==> src/rtl/pattern_scan_arbiter_pkg.sv <==
// Shared encodings for the pattern scan arbiter: job FSM states and
// the 1101 detector states.
package pattern_scan_arbiter_pkg;

   typedef enum logic [1:0] {
      ST_IDLE   = 2'b00,
      ST_SHIFT  = 2'b01,
      ST_REPORT = 2'b10
   } state_e;

   typedef enum logic [1:0] {
      DS_NONE = 2'b00,
      DS_1    = 2'b01,
      DS_11   = 2'b10,
      DS_110  = 2'b11
   } det_state_e;

endpackage

==> src/rtl/pattern_scan_arbiter_if.sv <==
// Requester-side bus of the pattern scan arbiter; clients drive req/data,
// the arbiter returns grant, job status and the match count.
interface pattern_scan_arbiter_if #(
   parameter int N_REQ  = 4,
   parameter int DATA_W = 8,
   parameter int CNT_W  = $clog2(DATA_W + 1)
);
   logic [N_REQ-1:0]        req;
   logic [N_REQ*DATA_W-1:0] data;
   logic [N_REQ-1:0]        grant;
   logic                    busy;
   logic                    done;
   logic [CNT_W-1:0]        match_cnt;
   logic [1:0]              status;

   modport master (
      output req, data,
      input  grant, busy, done, match_cnt, status
   );

   modport slave (
      input  req, data,
      output grant, busy, done, match_cnt, status
   );
endinterface

==> src/rtl/pattern_scan_arbiter_detector.sv <==
// Overlapping Mealy detector for the serial pattern 1101; clr restarts it
// so that matches never straddle two jobs.
module seq1101_detector
   import pattern_scan_arbiter_pkg::*;
(
   input  logic clk,
   input  logic reset,
   input  logic clr,
   input  logic in,
   input  logic en,
   output logic hit
);

   det_state_e state_q, state_d;

   always_ff @(posedge clk or negedge reset) begin
      if (!reset) state_q <= DS_NONE;
      else        state_q <= state_d;
   end

   // After a hit the trailing 1 is kept so that 1101101 counts twice.
   always_comb begin
      state_d = state_q;
      if (clr) begin
         state_d = DS_NONE;
      end else if (en) begin
         case (state_q)
            DS_NONE: state_d = in ? DS_1  : DS_NONE;
            DS_1:    state_d = in ? DS_11 : DS_NONE;
            DS_11:   state_d = in ? DS_11 : DS_110;
            DS_110:  state_d = in ? DS_1  : DS_NONE;
            default: state_d = DS_NONE;
         endcase
      end
   end

   assign hit = en && (state_q == DS_110) && in;

endmodule

==> src/rtl/pattern_scan_arbiter.sv <==
// Round-robin arbiter that lends one serial 1101 detector to N_REQ requesters.
//   state     | meaning
//   ST_IDLE   | no job; arbitrate and latch the winner's word when any req is high
//   ST_SHIFT  | feed one bit per clock MSB-first into the detector, count hits
//   ST_REPORT | done pulse with final count, advance rr pointer past the winner
module pattern_scan_arbiter
   import pattern_scan_arbiter_pkg::*;
#(
   parameter int N_REQ  = 4,
   parameter int DATA_W = 8,
   parameter int CNT_W  = $clog2(DATA_W + 1)
) (
   input  logic clk,
   input  logic reset,
   pattern_scan_arbiter_if.slave bus
);

   localparam int PTR_W = (N_REQ > 1) ? $clog2(N_REQ) : 1;
   localparam int BIT_W = $clog2(DATA_W);

   state_e              state_q, state_d;
   logic [N_REQ-1:0]    grant_q, grant_d;
   logic [PTR_W-1:0]    rr_ptr_q, rr_ptr_d;
   logic [PTR_W-1:0]    gnt_idx_q, gnt_idx_d;
   logic [DATA_W-1:0]   shreg_q, shreg_d;
   logic [BIT_W-1:0]    bit_cnt_q, bit_cnt_d;
   logic [CNT_W-1:0]    cnt_q, cnt_d;
   logic                start;
   logic                hit;
   logic [PTR_W-1:0]    pick;
   logic [DATA_W-1:0]   pick_word;

   // First set request at or after ptr, wrapping around.
   function automatic logic [PTR_W-1:0] rr_pick(input logic [N_REQ-1:0] r,
                                                input logic [PTR_W-1:0] ptr);
      logic [PTR_W-1:0] sel;
      logic             found;
      logic [PTR_W:0]   idx;
      sel   = ptr;
      found = 1'b0;
      for (int k = 0; k < N_REQ; k++) begin
         idx = {1'b0, ptr} + (PTR_W+1)'(k);
         if (idx >= (PTR_W+1)'(N_REQ)) idx = idx - (PTR_W+1)'(N_REQ);
         if (!found && r[idx[PTR_W-1:0]]) begin
            found = 1'b1;
            sel   = idx[PTR_W-1:0];
         end
      end
      return sel;
   endfunction

   assign start = (state_q == ST_IDLE) && (|bus.req);
   assign pick  = rr_pick(bus.req, rr_ptr_q);

   always_comb begin
      pick_word = '0;
      for (int i = 0; i < N_REQ; i++) begin
         if (pick == PTR_W'(i)) pick_word = bus.data[i*DATA_W +: DATA_W];
      end
   end

   seq1101_detector u_det (
      .clk   (clk),
      .reset (reset),
      .clr   (start),
      .in    (shreg_q[DATA_W-1]),
      .en    (state_q == ST_SHIFT),
      .hit   (hit)
   );

   always_ff @(posedge clk or negedge reset) begin
      if (!reset) state_q <= ST_IDLE;
      else        state_q <= state_d;
   end

   always_comb begin
      state_d = state_q;
      case (state_q)
         ST_IDLE:   if (|bus.req) state_d = ST_SHIFT;
         ST_SHIFT:  if (bit_cnt_q == '0) state_d = ST_REPORT;
         ST_REPORT: state_d = ST_IDLE;
         default:   state_d = ST_IDLE;
      endcase
   end

   always_comb begin
      bus.busy   = (state_q == ST_SHIFT) || (state_q == ST_REPORT);
      bus.done   = (state_q == ST_REPORT);
      bus.status = state_q;
   end

   assign bus.grant     = grant_q;
   assign bus.match_cnt = cnt_q;

   always_comb begin
      grant_d   = grant_q;
      rr_ptr_d  = rr_ptr_q;
      gnt_idx_d = gnt_idx_q;
      shreg_d   = shreg_q;
      bit_cnt_d = bit_cnt_q;
      cnt_d     = cnt_q;
      case (state_q)
         ST_IDLE: begin
            if (start) begin
               grant_d   = N_REQ'(1) << pick;
               gnt_idx_d = pick;
               shreg_d   = pick_word;
               bit_cnt_d = BIT_W'(DATA_W - 1);
               cnt_d     = '0;
            end
         end
         ST_SHIFT: begin
            shreg_d = {shreg_q[DATA_W-2:0], 1'b0};
            if (hit && (cnt_q != '1)) cnt_d = cnt_q + 1'b1;
            if (bit_cnt_q != '0) bit_cnt_d = bit_cnt_q - 1'b1;
         end
         ST_REPORT: begin
            grant_d  = '0;
            rr_ptr_d = (gnt_idx_q == PTR_W'(N_REQ - 1)) ? '0 : gnt_idx_q + 1'b1;
         end
         default: grant_d = '0;
      endcase
   end

   always_ff @(posedge clk or negedge reset) begin
      if (!reset) begin
         grant_q   <= '0;
         rr_ptr_q  <= '0;
         gnt_idx_q <= '0;
         shreg_q   <= '0;
         bit_cnt_q <= '0;
         cnt_q     <= '0;
      end else begin
         grant_q   <= grant_d;
         rr_ptr_q  <= rr_ptr_d;
         gnt_idx_q <= gnt_idx_d;
         shreg_q   <= shreg_d;
         bit_cnt_q <= bit_cnt_d;
         cnt_q     <= cnt_d;
      end
   end

endmodule

==> src/flat_wrapper.sv <==
// flat-port wrapper written by rule: the top's interface ports become plain ports
module pattern_scan_arbiter_flat import pattern_scan_arbiter_pkg::*;
#(
   parameter int N_REQ  = 4,
   parameter int DATA_W = 8,
   parameter int CNT_W  = $clog2(DATA_W + 1)
)
  (clk, reset, bus_req, bus_data, bus_grant, bus_busy, bus_done, bus_match_cnt, bus_status);
  pattern_scan_arbiter_if #(.N_REQ(N_REQ), .DATA_W(DATA_W), .CNT_W(CNT_W)) bus_i ();
  input  logic clk;
  input  logic reset;
  input wire logic [$bits(bus_i.req)-1:0] bus_req;
  input wire logic [$bits(bus_i.data)-1:0] bus_data;
  output wire logic [$bits(bus_i.grant)-1:0] bus_grant;
  output wire logic [$bits(bus_i.busy)-1:0] bus_busy;
  output wire logic [$bits(bus_i.done)-1:0] bus_done;
  output wire logic [$bits(bus_i.match_cnt)-1:0] bus_match_cnt;
  output wire logic [$bits(bus_i.status)-1:0] bus_status;
  assign bus_i.req = bus_req;
  assign bus_i.data = bus_data;
  assign bus_grant = bus_i.grant;
  assign bus_busy = bus_i.busy;
  assign bus_done = bus_i.done;
  assign bus_match_cnt = bus_i.match_cnt;
  assign bus_status = bus_i.status;
  pattern_scan_arbiter #(.N_REQ(N_REQ), .DATA_W(DATA_W), .CNT_W(CNT_W)) u_core (.clk(clk), .reset(reset), .bus(bus_i));
endmodule
==> config.mk <==
export PLATFORM = sky130hd
export DESIGN_NAME = pattern_scan_arbiter_flat
export DESIGN_NICKNAME = d
export VERILOG_FILES = /design/src/rtl/pattern_scan_arbiter_pkg.sv /design/src/rtl/pattern_scan_arbiter_if.sv /design/src/rtl/pattern_scan_arbiter_detector.sv /design/src/rtl/pattern_scan_arbiter.sv /design/src/flat_wrapper.sv
export SDC_FILE = /design/constraint.sdc
export NUM_CORES = 1
export LEC_CHECK = 0
export ABC_AREA = 1
export CORE_ASPECT_RATIO = 1.4
export CORE_UTILIZATION = 35
export CTS_CLUSTER_DIAMETER = 60
export DETAILED_ROUTE_END_ITERATION = 8
export HOLD_SLACK_MARGIN = 0.03
export SKIP_CTS_REPAIR_TIMING = 1
export SYNTH_ARGS = -nofsm -noshare
export SYNTH_HDL_FRONTEND = slang
export SYNTH_SLANG_ARGS = --single-unit
==> constraint.sdc <==
create_clock -name clk -period 2 [get_ports clk]
set_input_delay 0.2 -clock clk [delete_from_list [all_inputs] [get_ports clk]]
set_output_delay 0.2 -clock clk [all_outputs]
set_load 0.02 [all_outputs]
After elaboration in Yosys (flattened, before gate mapping) --
Index checks and enable logic that the tools add are counted.
Word-level totals: bits in registers 27, bits in latches 0, RAM bits 0, memory bits (read-only) 0, input bits 38, output and inout bits 12, word-level logic and storage cells 112, memories 0
Cells by class: add/sub/neg operators 10, $mul 0, divide/modulo/power cells 0, order comparisons 8, equal/unequal tests 15, shifts and indexed selects 1, multiplexer cells 43, bitwise logic cells 1, reductions and logical operators 26
Operator list (number):
- $mux 8 | 5
- $mux 2 | 14
- $pmux 4 s2 | 2
- $pmux 8 s2 | 1
- $eq 2x2->1 const B | 6
- $lt 2x3->1 const B | 4
- $mux 4 | 3
- $ge 3x3->1 const B | 3
- $mux 1 | 9
- $bmux 1 s2 | 4
- $ne 2x1->1 const B | 4
- $reduce_and 2->1 | 4
- $sub 2x1->2 const B | 4
- $logic_and 1x1->1 | 7
- $add 2x2->3 const B | 2
- $eq 2x1->1 const B | 3
- $logic_not 2->1 | 3
- $mux 3 | 2
- $pmux 2 s3 | 1
- $pmux 3 s2 | 1
- $reduce_and 3->1 | 2
- $add 4x1->4 const B | 1
- $ne 4x4->1 const B | 1
- $pmux 2 s2 | 1
- other kinds (14) | 17

Depth between registers and ports, before layout --
depth in word-level cells 21, mapped depth 17, mapped depth without buffers 16

Hierarchy --
A second synthesis with hierarchy kept.
Unflattened totals: cell total of the unflattened synthesis 282, area, all modules 1973.1 µm²
Modules (own cells, without submodules):
- pattern_scan_arbiter | instances 1, cells an instance 256, area an instance 1804.2 µm², seq. area each 625.6 µm²
- seq1101_detector | instances 1, cells an instance 26, area an instance 168.9 µm², seq. area each 50.0 µm²

Worst setup path after synthesis --
OpenSTA, ideal clock, no wires.
kind reg2reg, start point register u_core.state_q[1] (netlist: u_core.bus.status[1]), end point register u_core.cnt_q[2] (netlist: u_core.bus.match_cnt[2]), setup time 82 ps, arrival 1839 ps, data required time 1918 ps, path slack 79 ps, cell stages (with the launch flop) 10, path buffers 1, period minus slack after synthesis 1921 ps, cells stage by stage dfrtp_1 inv_1 ha_1 clkbuf_1 o21ai_1 nor2_1 inv_1 o21ai_0 nand2_1 a31oi_1
Between the ends: longest elaborated chain between the ends 6, elaborated cells between the ends (all ways) 11, those cells by class eq/ne (3); mux (1); reduce/logical (7)
Ends and longest elaborated chain:
- start, declared | line pattern_scan_arbiter.sv:21 | state_e state_q, state_d;
- start signal, assigned | line pattern_scan_arbiter.sv:73 | else state_q <= state_d;
- $eq 2x1->1 | line pattern_scan_arbiter.sv:67, pattern_scan_arbiter.sv:102
- $logic_and 1x1->1 (2 in series) | line pattern_scan_arbiter_detector.sv:37 | assign hit = en && (state_q == DS_110) && in;
- $logic_and 1x1->1 | line pattern_scan_arbiter.sv:114 | if (hit && (cnt_q != '1)) cnt_d = cnt_q + 1'b1;
- $ne 2x1->1 (no source line)
- $reduce_and 3->1 (no source line)
- end signal, assigned | line pattern_scan_arbiter.sv:139 | cnt_q <= cnt_d;
- end, declared | line pattern_scan_arbiter.sv:27 | logic [CNT_W-1:0] cnt_q, cnt_d;
Parallel ways exist; a longest one is shown, timed or not. A chain may end at the register's enable or synchronous reset.

Worst setup path in the final report --
start point register u_core.rr_ptr_q[0], end point register u_core.shreg_q[5]
Between the ends: longest elaborated chain between the ends 21, elaborated cells between the ends (all ways) 46, those cells by class add/sub (7); order compare (4); eq/ne (3); mux (25); reduce/logical (7)
Ends and longest elaborated chain:
- start, declared | line pattern_scan_arbiter.sv:23 | logic [PTR_W-1:0] rr_ptr_q, rr_ptr_d;
- start signal, assigned | line pattern_scan_arbiter.sv:135 | rr_ptr_q <= rr_ptr_d;
- parallel branches: the longest is 13 deep, another holds $add 2x1->3
- $mux 2 * | line pattern_scan_arbiter.sv:44 | if (!found && r[idx[PTR_W-1:0]]) begin
- $logic_not 2->1 | line pattern_scan_arbiter.sv:58 | if (pick == PTR_W'(i)) pick_word = bus.data[i*DATA_W +: DATA_W];
- $mux 8 (3 in series) | line pattern_scan_arbiter.sv:58
- $mux 8 * | line pattern_scan_arbiter.sv:58
- $mux 8 * | line pattern_scan_arbiter.sv:104 | if (start) begin
- $pmux 8 s2 * | line pattern_scan_arbiter.sv:102 | case (state_q)
- end signal, assigned | line pattern_scan_arbiter.sv:137 | shreg_q <= shreg_d;
- end, declared | line pattern_scan_arbiter.sv:25 | logic [DATA_W-1:0] shreg_q, shreg_d;
Mark *: on every way between the ends. The select of a mux whose other input is x is not followed.

==> metrics.md <==
| Metric | Value |
|---|---|
| Post-layout util | `0.557` |
| Register-to-Register Path Depth | `14` |
| Routability cong. | `~0.8` |
| Crit Path Max Fanout | `6` |
| Cell mode on critical path | `nand2_4` |
| Async SR Flop Fraction | `1.00` |
| Worst hold margin | `280 ps` |
| Core area | `about 5200 µm²` |
| DRT Wirelength | `between 5000 and 6000 µm` |
| Port Buffers | `49` |
| Vias per Instance | `around 4.8` |
| Diodes inserted | `0` |
| Post-Syn Nets | `~310` |
| Global-route wire length before repair | `7840 µm` |
| Mapped Area | `1900 µm²` |
| Area Overhead vs Synth | `52.1%` |
| Power share of the combinational group | `0.757` |
| CTS root buf | `clkbuf_8` |
| Distinct cells, synth | `30` |
| Hold Crit Class | `primary input to async pin` |
| Die Y | `89.3 µm` |
| FF+latch count, synth | `27` |
| Fmax | `0.491 GHz` |
| Lkg Pwr | `1.40 nW` |
| Minimum clock period | `2040 ps` |
| Number of nets with antenna violations after routing | `0` |
| Worst-path clk slew | `100 ps` |
| Sequential share of the synthesized area | `0.355` |
| Clock power frac | `0.060` |
| 1st-pass router iterations | `4` |
| Fin crit share | `1.02` |
| Seq pwr share | `0.183` |
| Nets | `around 400` |
| Pwr per Cell Area | `between 1500 and 2000 nW/µm²` |
| GRT Total Usage | `0.174` |
| Worst VDD drop | `779 µV` |
| DIE AREA | `5740 µm²` |
| Most frequent cells after synthesis | `82 x nand2_1, 29 x nand3_1, 28 x inv_1` |
| Failing checks | `setup timing` |
| Sw power | `2.58 mW` |
| Number of global-route vias before repair | `1831` |
| Slowest stage cell, crit path | `dfrtp_2` |
| Leading post-synthesis cells by cell area | `dfrtp_1 35%, nand2_1 16%, nand3_1 7.6%` |
| Drc violations | `0` |
| Least-Margin Pin Slew | `between 400 and 500 ps` |
| Final Skew | `6.08 ps` |
| Initial core utilization | `0.366` |
| Worst path top cell family by delay | `simple AND/OR/NAND/NOR gates` |
| DR WL/cell | `12.3 µm` |
| Congestion Overflow GR | `0` |
| Initial antenna violation count | `0` |
| CTS HTree Levels | `1` |
| Synth Area per Inst | `7.16 µm²` |
| Final setup vio count | `4` |
| Cells after synthesis | `266` |
| Status | `finished, violations left` |
| Net Sw Frac | `0.492` |
| Critical R2R Capture | `u_core.shreg_q[5]` |
| Crit start category | `flop` |
| CP Data Arrival Time | `about 2200 ps` |
| WP buf/inv | `2` |
| Skew-Pair Late Insertion Delay | `approximately 270 ps` |
| Dpl hpwl | `3780 µm` |
| Count leader, synth | `nand2_1` |
| Layout cell share with drive strength beyond 1 | `0.213` |
| Number of buffers created by CTS | `3` |
| Worst path max stage delay | `roughly 490 ps` |
| Synth area leader | `dfrtp_1` |
| Count of maximum capacitance violations | `0` |
| CTS tree | `done` |
| Reg2Reg Setup Slack | `-40 ps` |
| Hold Violations, Final | `0` |
| CP endpoint kind | `flop` |
| Largest net degree at the start of global routing | `28` |
| 1st-iter DRT viols | `106` |
| Setup TNS | `-103 ps` |
| YS warnings | `0` |
| Area share of the largest cell type after synthesis | `0.355` |
| Required time worst endpoint | `2160 ps` |
| Clock Sinks | `27` |
| Top_reg_cell synth | `dfrtp_1` |
| Worst path cell trace | `buf_6 -> nand2_4 -> nand2_4 -> nand2_2 -> nand2_4 -> nor2_8 -> nand2_4 -> nand2_4 -> nand3_4 -> buf_4 -> nand4_1 -> nand3_1 -> o21bai_1 -> nand2_1` |
| Number of synthesized flops with an enable pin | `0` |
| RSZ-0062 raised after global routing | `true` |
| Io pins | `50` |
| Setup slack after layout | `-36.0 ps` |
| Pint | `2.66 mW` |
| Reg2reg start | `u_core.rr_ptr_q[0]` |
| FP Rows | `31` |
| Die W | `64.3 µm` |
| Max-slew violation count | `0` |
| Crit Path Category | `flop to flop` |
| Bufs on Longest Clock Path | `2` |
| Relative slew slack | `0.721` |
| Via count | `just under 2000` |
-- routing by layer --
layer	global-route usage	routed length, µm	up-vias
li1	-	-	1045
met1	0.215	2330	900
met2	0.316	2520	31
met3	0.0179	174	4
met4	0.0545	52	0
met5	0	0	-
-- area by class of cell --
type                       count  area [µm²]
fill                         506        2300
clock inverter                 1        7.51
multi-input combinational    204        1210
timing repair buffer          81         746
inverter                      31         119
sequential                    27         678
clock buffer                   3        41.3
timing repair inverter         1        7.51
tap                           66        82.6
-- layout by cell type, fill, tap and decap left out, types with 3 or more instances in the layout --
cell             count
nand2_1             70
clkdlybuf4s50_1     49
buf_4               28
inv_1               27
nand3_1             25
dfrtp_1             25
o21ai_0             23
nor2_1              11
nand2_2             11
ha_1                10
nand2_4              9
o21bai_1             7
a31oi_1              6
nand4_1              5
nand3_2              4
nor3_1               4
buf_6                4
inv_2                3
o21ai_1              3
clkbuf_8             3
-- kinds of logic after synthesis --
group                      Yosys count  synth area share
adders and majority gates           10            0.0657
and+or+nand+nor                    146             0.356
AOI/OAI and AO/OA                   47             0.145
buffers and inverters               36            0.0788
DFF                                 27             0.355
-- registers in the layout (all words and copies together) (netlist names) --
name / cells
u_core.gnt_idx_q: 2
u_core.bus.match_cnt: 4
u_core.bus.grant: 4
u_core.bit_cnt_q: 3
u_core.rr_ptr_q: 2
u_core.bus.status: 2
u_core.shreg_q: 8
u_core.u_det.state_q: 2
-- power by group through the flow --
stage	Clock [mW]	Combinational [mW]	Sequential, mW
2_1_floorplan	0	2.09	0.995
4_1_cts	0.327	3.37	0.955
3_5_place_dp	0	3.35	0.966
3_3_place_gp	0	3.33	0.963
5_1_grt	0.353	4.36	0.991
6_report	0.315	3.96	0.958
-- how the worst max path moves through the flow --
stage / start / to / depth (start not counted)
floorplan: u_core.bus.status[1] / u_core.bus.match_cnt[2] / 9
global placement: bus_req[0] / u_core.shreg_q[0] / 14
detailed placement: bus_req[1] / u_core.shreg_q[0] / 14
CTS: u_core.rr_ptr_q[0] / u_core.shreg_q[0] / 14
global route: u_core.rr_ptr_q[0] / u_core.shreg_q[7] / 14
finish: u_core.rr_ptr_q[0] / u_core.shreg_q[5] / 14
-- through the flow --
stage | setup WS [ps] | instance area (µm²) | std cells | power, mW
2_1_floorplan | 79.0 | 1900 | 266 | 3.09
3_3_place_gp | -180 | 2640 | 402 | 4.29
3_5_place_dp | -244 | 2640 | 402 | 4.31
4_1_cts | -210 | 2690 | 406 | 4.65
5_1_grt | -152 | 2900 | 414 | 5.70
6_report | -36.0 | 2900 | 414 | 5.23
Note: power is estimated with default switching activity, not from simulation.
